==> src/rtl/iob_ptfloat_unpack_pkg.sv <==
// Shared definitions for the pt-float unpack block: default geometry and
// helpers that derive the unpacked exponent/mantissa widths.
package iob_ptfloat_unpack_pkg;

  localparam int unsigned DefDataW = 32;
  localparam int unsigned DefEwW   = 4;

  // Widest exponent the EW field can describe: 2^EW_W-1 bits.
  function automatic int unsigned exp_max_w(input int unsigned ew_w);
    return (32'd1 << ew_w) - 32'd1;
  endfunction

  // Everything below the EW field; the mantissa is left-aligned into this.
  function automatic int unsigned man_max_w(input int unsigned data_w, input int unsigned ew_w);
    return data_w - ew_w;
  endfunction

endpackage

==> src/rtl/iob_ptfloat_field_extract.sv <==
// Combinational field split of a pt-float body: the top ew bits are the
// exponent (sign-extended), the remaining bits are the mantissa, left-aligned.
module iob_ptfloat_field_extract
  import iob_ptfloat_unpack_pkg::*;
#(
  parameter  int unsigned DATA_W    = DefDataW,
  parameter  int unsigned EW_W      = DefEwW,
  localparam int unsigned EXP_MAX_W = exp_max_w(EW_W),
  localparam int unsigned MAN_MAX_W = man_max_w(DATA_W, EW_W),
  localparam int unsigned SH_W      = $clog2(MAN_MAX_W + 1)
) (
  input  logic [MAN_MAX_W-1:0] body_i,
  input  logic [EW_W-1:0]      ew_i,
  output logic [EXP_MAX_W-1:0] exp_o,
  output logic [MAN_MAX_W-1:0] man_o
);

  logic [SH_W-1:0] w_ew;
  logic [SH_W-1:0] w_mw;

  assign w_ew = {{(SH_W - EW_W){1'b0}}, ew_i};
  assign w_mw = SH_W'(MAN_MAX_W) - w_ew;

  // Arithmetic right shift by the mantissa width leaves the exponent field
  // sign-extended in the low bits; ew=0 has no exponent field at all.
  assign exp_o = (ew_i == '0) ? '0 : EXP_MAX_W'($signed(body_i) >>> w_mw);

  // Shifting left by ew pushes the exponent out and MSB-aligns the mantissa.
  assign man_o = body_i << w_ew;

endmodule

==> src/rtl/iob_ptfloat_unpack.sv <==
// Registered pt-float unpack: one word in per start, exponent and aligned
// mantissa out one cycle later with done.
module iob_ptfloat_unpack
  import iob_ptfloat_unpack_pkg::*;
#(
  parameter  int unsigned DATA_W    = DefDataW,
  parameter  int unsigned EW_W      = DefEwW,
  localparam int unsigned EXP_MAX_W = exp_max_w(EW_W),
  localparam int unsigned MAN_MAX_W = man_max_w(DATA_W, EW_W)
) (
  input  logic                 clk_i,
  input  logic                 arst_i,
  input  logic                 cke_i,
  input  logic                 start_i,
  output logic                 done_o,
  input  logic [DATA_W-1:0]    data_i,
  output logic [EXP_MAX_W-1:0] exp_o,
  output logic [MAN_MAX_W-1:0] man_o
);

  logic [EXP_MAX_W-1:0] w_exp;
  logic [MAN_MAX_W-1:0] w_man;
  logic                 r_done;
  logic [EXP_MAX_W-1:0] r_exp;
  logic [MAN_MAX_W-1:0] r_man;

  iob_ptfloat_field_extract #(
    .DATA_W(DATA_W),
    .EW_W  (EW_W)
  ) u_field_extract (
    .body_i(data_i[MAN_MAX_W-1:0]),
    .ew_i  (data_i[DATA_W-1 -: EW_W]),
    .exp_o (w_exp),
    .man_o (w_man)
  );

  // Output and done registers; reset wins over cke, cke=0 freezes everything.
  always_ff @(posedge clk_i) begin
    if (arst_i) begin
      r_done <= 1'b0;
      r_exp  <= '0;
      r_man  <= '0;
    end else if (cke_i) begin
      r_done <= start_i;
      if (start_i) begin
        r_exp <= w_exp;
        r_man <= w_man;
      end
    end
  end

  assign done_o = r_done;
  assign exp_o  = r_exp;
  assign man_o  = r_man;

endmodule

==> config.mk <==
export PLATFORM = sky130hd
export DESIGN_NAME = iob_ptfloat_unpack
export DESIGN_NICKNAME = d
export VERILOG_FILES = /design/src/rtl/iob_ptfloat_unpack_pkg.sv /design/src/rtl/iob_ptfloat_field_extract.sv /design/src/rtl/iob_ptfloat_unpack.sv
export SDC_FILE = /design/constraint.sdc
export NUM_CORES = 1
export LEC_CHECK = 0
export CAP_MARGIN = 20
export CORE_MARGIN = 1
export CORE_UTILIZATION = 35
export DETAILED_ROUTE_END_ITERATION = 10
export GPL_TIMING_DRIVEN = 0
export PLACE_DENSITY = 0.57
export SKIP_CTS_REPAIR_TIMING = 1
export SYNTH_ARGS = -nofsm -noshare
export SYNTH_HDL_FRONTEND = slang
export SYNTH_SLANG_ARGS = --single-unit
==> constraint.sdc <==
create_clock -name clk_i -period 6.4 [get_ports clk_i]
set_input_delay 0.96 -clock clk_i [delete_from_list [all_inputs] [get_ports clk_i]]
set_output_delay 0.96 -clock clk_i [all_outputs]
set_load 0.1 [all_outputs]
After elaboration in Yosys (flattened, before gate mapping). Cells that the tools add are included.

Bits in read-only memories: 0. Register bits: 44. Bits in latches: 0. Word-level logic and storage cells: 9. Input port bits: 36. Memories kept: 0. RAM bits: 0.

Bitwise gates (word level): 0. Multiplexer cells: 1. $add $sub $neg: 1. Equality and inequality tests: 0. Divide/modulo/power cells: 0. Multipliers: 0. Shifts and indexed selects: 2. Reductions and logical operators: 2. $lt $le $gt $ge: 0.

Operator list (number): left shift 28 x 4 -> 28 bit (1); >>> shifter 28 x 5 -> 15 bit (1); 2-to-1 mux 15 bit (1); subtractor 5 x 4 -> 5 bit (first input constant) (1); logical NOT 4 bit (1); AND reduction 2 bit (1).

Longest topological paths before layout. Gate-level depths: netlist of the first run.

Word-level depth: 3. Mapped depth: 12.

By module. A second synthesis of the first run with hierarchy kept.

Cell total of the unflattened synthesis: 543. Area total of the unflattened synthesis: 4943.5 µm².

By module, submodules not included: iob_ptfloat_field_extract (cells an instance 343, area each 2562.5 µm², times used 1); iob_ptfloat_unpack (cells an instance 200, area each 2381.0 µm², times used 1).

Worst setup path after synthesis of the first run. OpenSTA, ideal clock, no wires.

Path type: input to register. Start point: input port data_i[28]. End point: register r_exp[11] (netlist: exp_o[11]). Path slack: 3229 ps. Cell stages on the path: 11. Buffers on the path: 5. Setup time: 118 ps. Arrival: 3053 ps. Cell sequence: buf_6 -> inv_1 -> buf_4 -> buf_2 -> ha_1 -> buf_6 -> buf_12 -> mux4_1 -> a21oi_1 -> o21ai_1 -> a22o_1.

Word-level cells in the longest chain between the ends: 3.

Ends and longest elaborated chain: start: declaration (RTL line iob_ptfloat_unpack.sv:16) `input logic [DATA_W-1:0] data_i,`; subtractor 5 x 4 -> 5 bit (RTL line iob_ptfloat_field_extract.sv:22) `assign w_mw = SH_W'(MAN_MAX_W) - w_ew;`; >>> shifter 28 x 5 -> 15 bit (RTL line iob_ptfloat_field_extract.sv:26) `assign exp_o = (ew_i == '0) ? '0 : EXP_MAX_W'($signed(body_i) >>> w_mw);`; 2-to-1 mux 15 bit (*) (RTL line iob_ptfloat_field_extract.sv:26); end signal: assignment (RTL line iob_ptfloat_unpack.sv:46) `r_exp <= w_exp;`; end: declaration (RTL line iob_ptfloat_unpack.sv:24) `logic [EXP_MAX_W-1:0] r_exp;`.

Mark *: on every way between the ends. The rest lies on a longest branch, timed or not. A chain may end at the register's enable or synchronous reset.

Worst setup path after layout of the first run.
Start point: input port data_i[28]. End point: register r_exp[14] (netlist: exp_o[14]).

The elaborated chain is that of the path after synthesis.

==> impl_metrics.env, run 1 <==
export IMPL_status="finished, final reports clean"
export IMPL_power_switching_mw=0.415
export IMPL_crit_family="buffers and inverters"
export IMPL_cts_made_buffers=5
export IMPL_worstPathMaxFanout=10
export IMPL_setup_tns_ps=0
export IMPL_swShare_pct=41.2
export IMPL_wire_per_inst_um=20.8
export IMPL_vias_per_cell=5.92
export IMPL_dieArea_um2=11700
export IMPL_place_port_buffers=74
export IMPL_worstSetupPathType="in -> reg"
export IMPL_syn2layout_area_growth_pct=26.7
export IMPL_fin_crit_ps=3350
export IMPL_pre_cts_ws_ps=2830
export IMPL_fin_skew_ps=0
export IMPL_grt_ovfl_total=0
export IMPL_cp_slowest_cell="mux4_2"
export IMPL_r2r_end="exp_o[10]"
export IMPL_cp_required_ps=6610
export IMPL_clock_path_buffers=2
export IMPL_synthCells=437
export IMPL_path_cells="buf_6, inv_1, buf_4, buf_2, ha_1, xor2_2, mux4_2, nand2_1, o21ai_1, a211oi_2"
export IMPL_pwr_share_seq_pct=29.8
export IMPL_slowest_delay_ps=630
export IMPL_wl_mm=13.7
export IMPL_antenna_found_initial=0
export IMPL_ant_nets=0
export IMPL_fin_cells=658
export IMPL_num_vias=3896
export IMPL_p_int_mw=0.592
export IMPL_cts_tree="yes"
export IMPL_dpl_cell_area_um2=4870
export IMPL_multi_input_comb_area_um2=2780
export IMPL_async_flop_share_pct=0
export IMPL_finalSetupViolCount=0
export IMPL_ys_dominant_reg_cell="dfxtp_1"
export IMPL_num_rows=38
export IMPL_hold_worst_slack_ps=437
export IMPL_yosysWarnings=0
export IMPL_fillCellCount=1121
export IMPL_rsz0062_at_grt="no"
export IMPL_dr_pass1_iters=4
export IMPL_power_mw=1.01
export IMPL_fp_coreArea_um2=10900
export IMPL_drc_errors=0
export IMPL_grt_pass1_vias=3856
export IMPL_clock_sinks=44
export IMPL_timing_final_crit_share_pct=52.3
export IMPL_synth_edff_count=0
export IMPL_synth_avg_cell_area_um2=9.04
export IMPL_drive_above_1_share_pct=15.4
export IMPL_io_pins=80
export IMPL_max_cap_violations=0
export IMPL_ys_seq_area_share_pct=22.3
export IMPL_clockPowerShare_pct=24.6
export IMPL_fin_nets=555
export IMPL_dp_hpwl_mm=10.9
export IMPL_root_buffer="clkbuf_16"
export IMPL_finalWorstSetupSlack_ps=3050
export IMPL_reg2reg_setup_slack_ps=5550
export IMPL_drt_iter0_drc=295
export IMPL_timing_fmax_mhz=299
export IMPL_rr_worst_depth=3
export IMPL_gr_usage_all_layers_pct=24.4
export IMPL_grt_pass1_wl_mm=21.7
export IMPL_n_antenna_cell=0
export IMPL_die_width_um=108
export IMPL_clkLatencyLatePin_ps=290
export IMPL_p_leak_nw=1.89
export IMPL_peakVddDrop_uv=96.6
export IMPL_htree_num_levels=2
export IMPL_timing_worst_slew_pin_value_ps=973
export IMPL_hold_violations=0
export IMPL_syn_nets=474
export IMPL_crit_start="data_i[28]"
export IMPL_regArea_um2=881
export IMPL_timing_critical_path_buf_inv=4
export IMPL_die_h_um=108
export IMPL_gp_congestion=0.906
export IMPL_grt_max_degree=14
export IMPL_post_place_cells=651
export IMPL_worstSetupEndpointType="flop"
export IMPL_synth_cell_type_count=59
export IMPL_final_core_util_pct=45.8
export IMPL_p_comb_share_pct=45.6
export IMPL_p_per_area_nw_per_um2=201
export IMPL_worstSetupStartpointType="input port"
export IMPL_reg2reg_from="exp_o[10]"
export IMPL_relSlewSlack_pct=35.0
export IMPL_hp_class="reg -> reg"
export IMPL_stdcell_area_um2=5000
export IMPL_critPathArrivalTime_ps=3560
export IMPL_finalMaxSlewViolations=0
export IMPL_crit_cells=10
export IMPL_start_util_pct=36.1
export IMPL_synth_seq_cells=44
export IMPL_syn_area_um2=3950
export IMPL_clkSlewWorstSetupHoldPaths_ps=60
export IMPL_crit_end="exp_o[14]"
power groups by stage:
stage	logic, mW	clock network (mW)	registers (mW)
after floorplan	0.205	0	0.426
after global placement	0.454	0	0.306
after detailed placement	0.454	0	0.306
after CTS	0.455	0.253	0.300
after global routing	0.485	0.267	0.302
final	0.459	0.248	0.300
layout by cell type, fill, tap and decap left out, types with 3 or more instances in the layout:
master           synthesis  final
nor2b_1                  4      4
o21a_1                   3      3
nand3b_1                17     17
mux4_2                  20     20
o211ai_1                 7      7
clkbuf_16                0      5
buf_4                    9      9
and2_1                   4      4
a21oi_1                 20     20
buf_6                    4      4
a211oi_1                 9      9
o31ai_1                  3      3
buf_2                   13     13
dfxtp_1                 44     44
clkdlybuf4s50_1          0     74
a22o_1                   3      3
o221ai_1                19     19
mux4_1                   4      4
a31oi_1                  6      6
mux2_2                  21     21
or3_1                    3      3
clkbuf_1                16     16
nor3_1                   7      7
a22oi_1                  4      4
nand2_1                 44     44
inv_1                    7      7
o21ai_0                 17     17
nand2b_1                 5      5
nor2_1                  37     37
xnor2_1                  3      3
mux2i_1                 49     49
cell usage after synthesis (4+ instances only):
cell | count | area (µm²)
o221ai_1 | 19 | 166
mux4_1 | 4 | 105
o21ai_0 | 17 | 85.1
a22oi_1 | 4 | 30.0
a21oi_1 | 20 | 100
nor2b_1 | 4 | 25.0
mux4_2 | 20 | 450
inv_1 | 7 | 26.3
buf_6 | 4 | 45.0
and2_1 | 4 | 25.0
nand3b_1 | 17 | 128
a211oi_1 | 9 | 67.6
buf_2 | 13 | 65.1
mux2_2 | 21 | 236
dfxtp_1 | 44 | 881
nor2_1 | 37 | 139
buf_4 | 9 | 67.6
a31oi_1 | 6 | 37.5
o211ai_1 | 7 | 52.6
nand2b_1 | 5 | 31.3
nor3_1 | 7 | 35.0
nand2_1 | 44 | 165
mux2i_1 | 49 | 490
clkbuf_1 | 16 | 60.1
registers in the layout, indices dropped and copies added, names as in the netlist:
signal	flops
done_o	1
exp_o	15
man_o	28
metal layers:
metal	share of wire [%]	vias up	wire length (µm)	track usage [%]
li1	-	1824	-	-
met2	45	168	6240	37.4
met4	1.2	0	160	6.46
met1	46	1893	6360	34.9
met3	7.0	11	955	4.34
met5	0	-	0	0
cell type report:
cell class	instances	area share, %
Clock inverter	2	0.250
Inverter	7	0.525
Clock buffer	5	2.50
Timing Repair Buffer	74	14.8
Multi-Input combinational cell	342	55.6
Sequential cell	44	17.6
Buffer	44	5.23
Tap cell	140	3.50
worst min path at each step:
stage | startpoint | to | slack [ps] | depth (start not counted)
CTS | exp_o[3] | exp_o[3] | 440 | 2
global route | exp_o[4] | exp_o[4] | 470 | 2
floorplan | exp_o[3] | exp_o[3] | 870 | 2
finish | exp_o[3] | exp_o[3] | 440 | 2
global placement | exp_o[3] | exp_o[3] | 430 | 2
detailed placement | exp_o[3] | exp_o[3] | 430 | 2
cell families after synthesis:
logic type	synth area share [%]
compound gates	20.4
xor+xnor	1.30
fa+ha+maj	0.317
buf+inv	7.29
flops	22.3
mux	32.8
simple gates	15.7
worst min-delay path, cell delays in order, from the launching register on:
cell and delay, ps:
dfxtp_1 310, nand2_1 50, nand2_1 40
(Power assumes the default switching activity.)
==> run 2, diff against run 1 <==
==> constraint.sdc (replaced) <==
create_clock -name clk_i -period 3.27 [get_ports clk_i]
set_input_delay 0.4905 -clock clk_i [delete_from_list [all_inputs] [get_ports clk_i]]
set_output_delay 0.4905 -clock clk_i [all_outputs]
set_load 0.1 [all_outputs]
==> results of run 2 <==
The final DEF is identical to that of run 1. Status: finished, final reports clean.
Main changes from that run: setup slack after placement 2830 ps -> 167 ps; setup slack after layout 3050 ps -> 390 ps; register-to-register setup slack 5550 ps -> 2420 ps; total power 1.01 mW -> 1.97 mW; worst IR drop on VDD 96.6 µV -> 189 µV
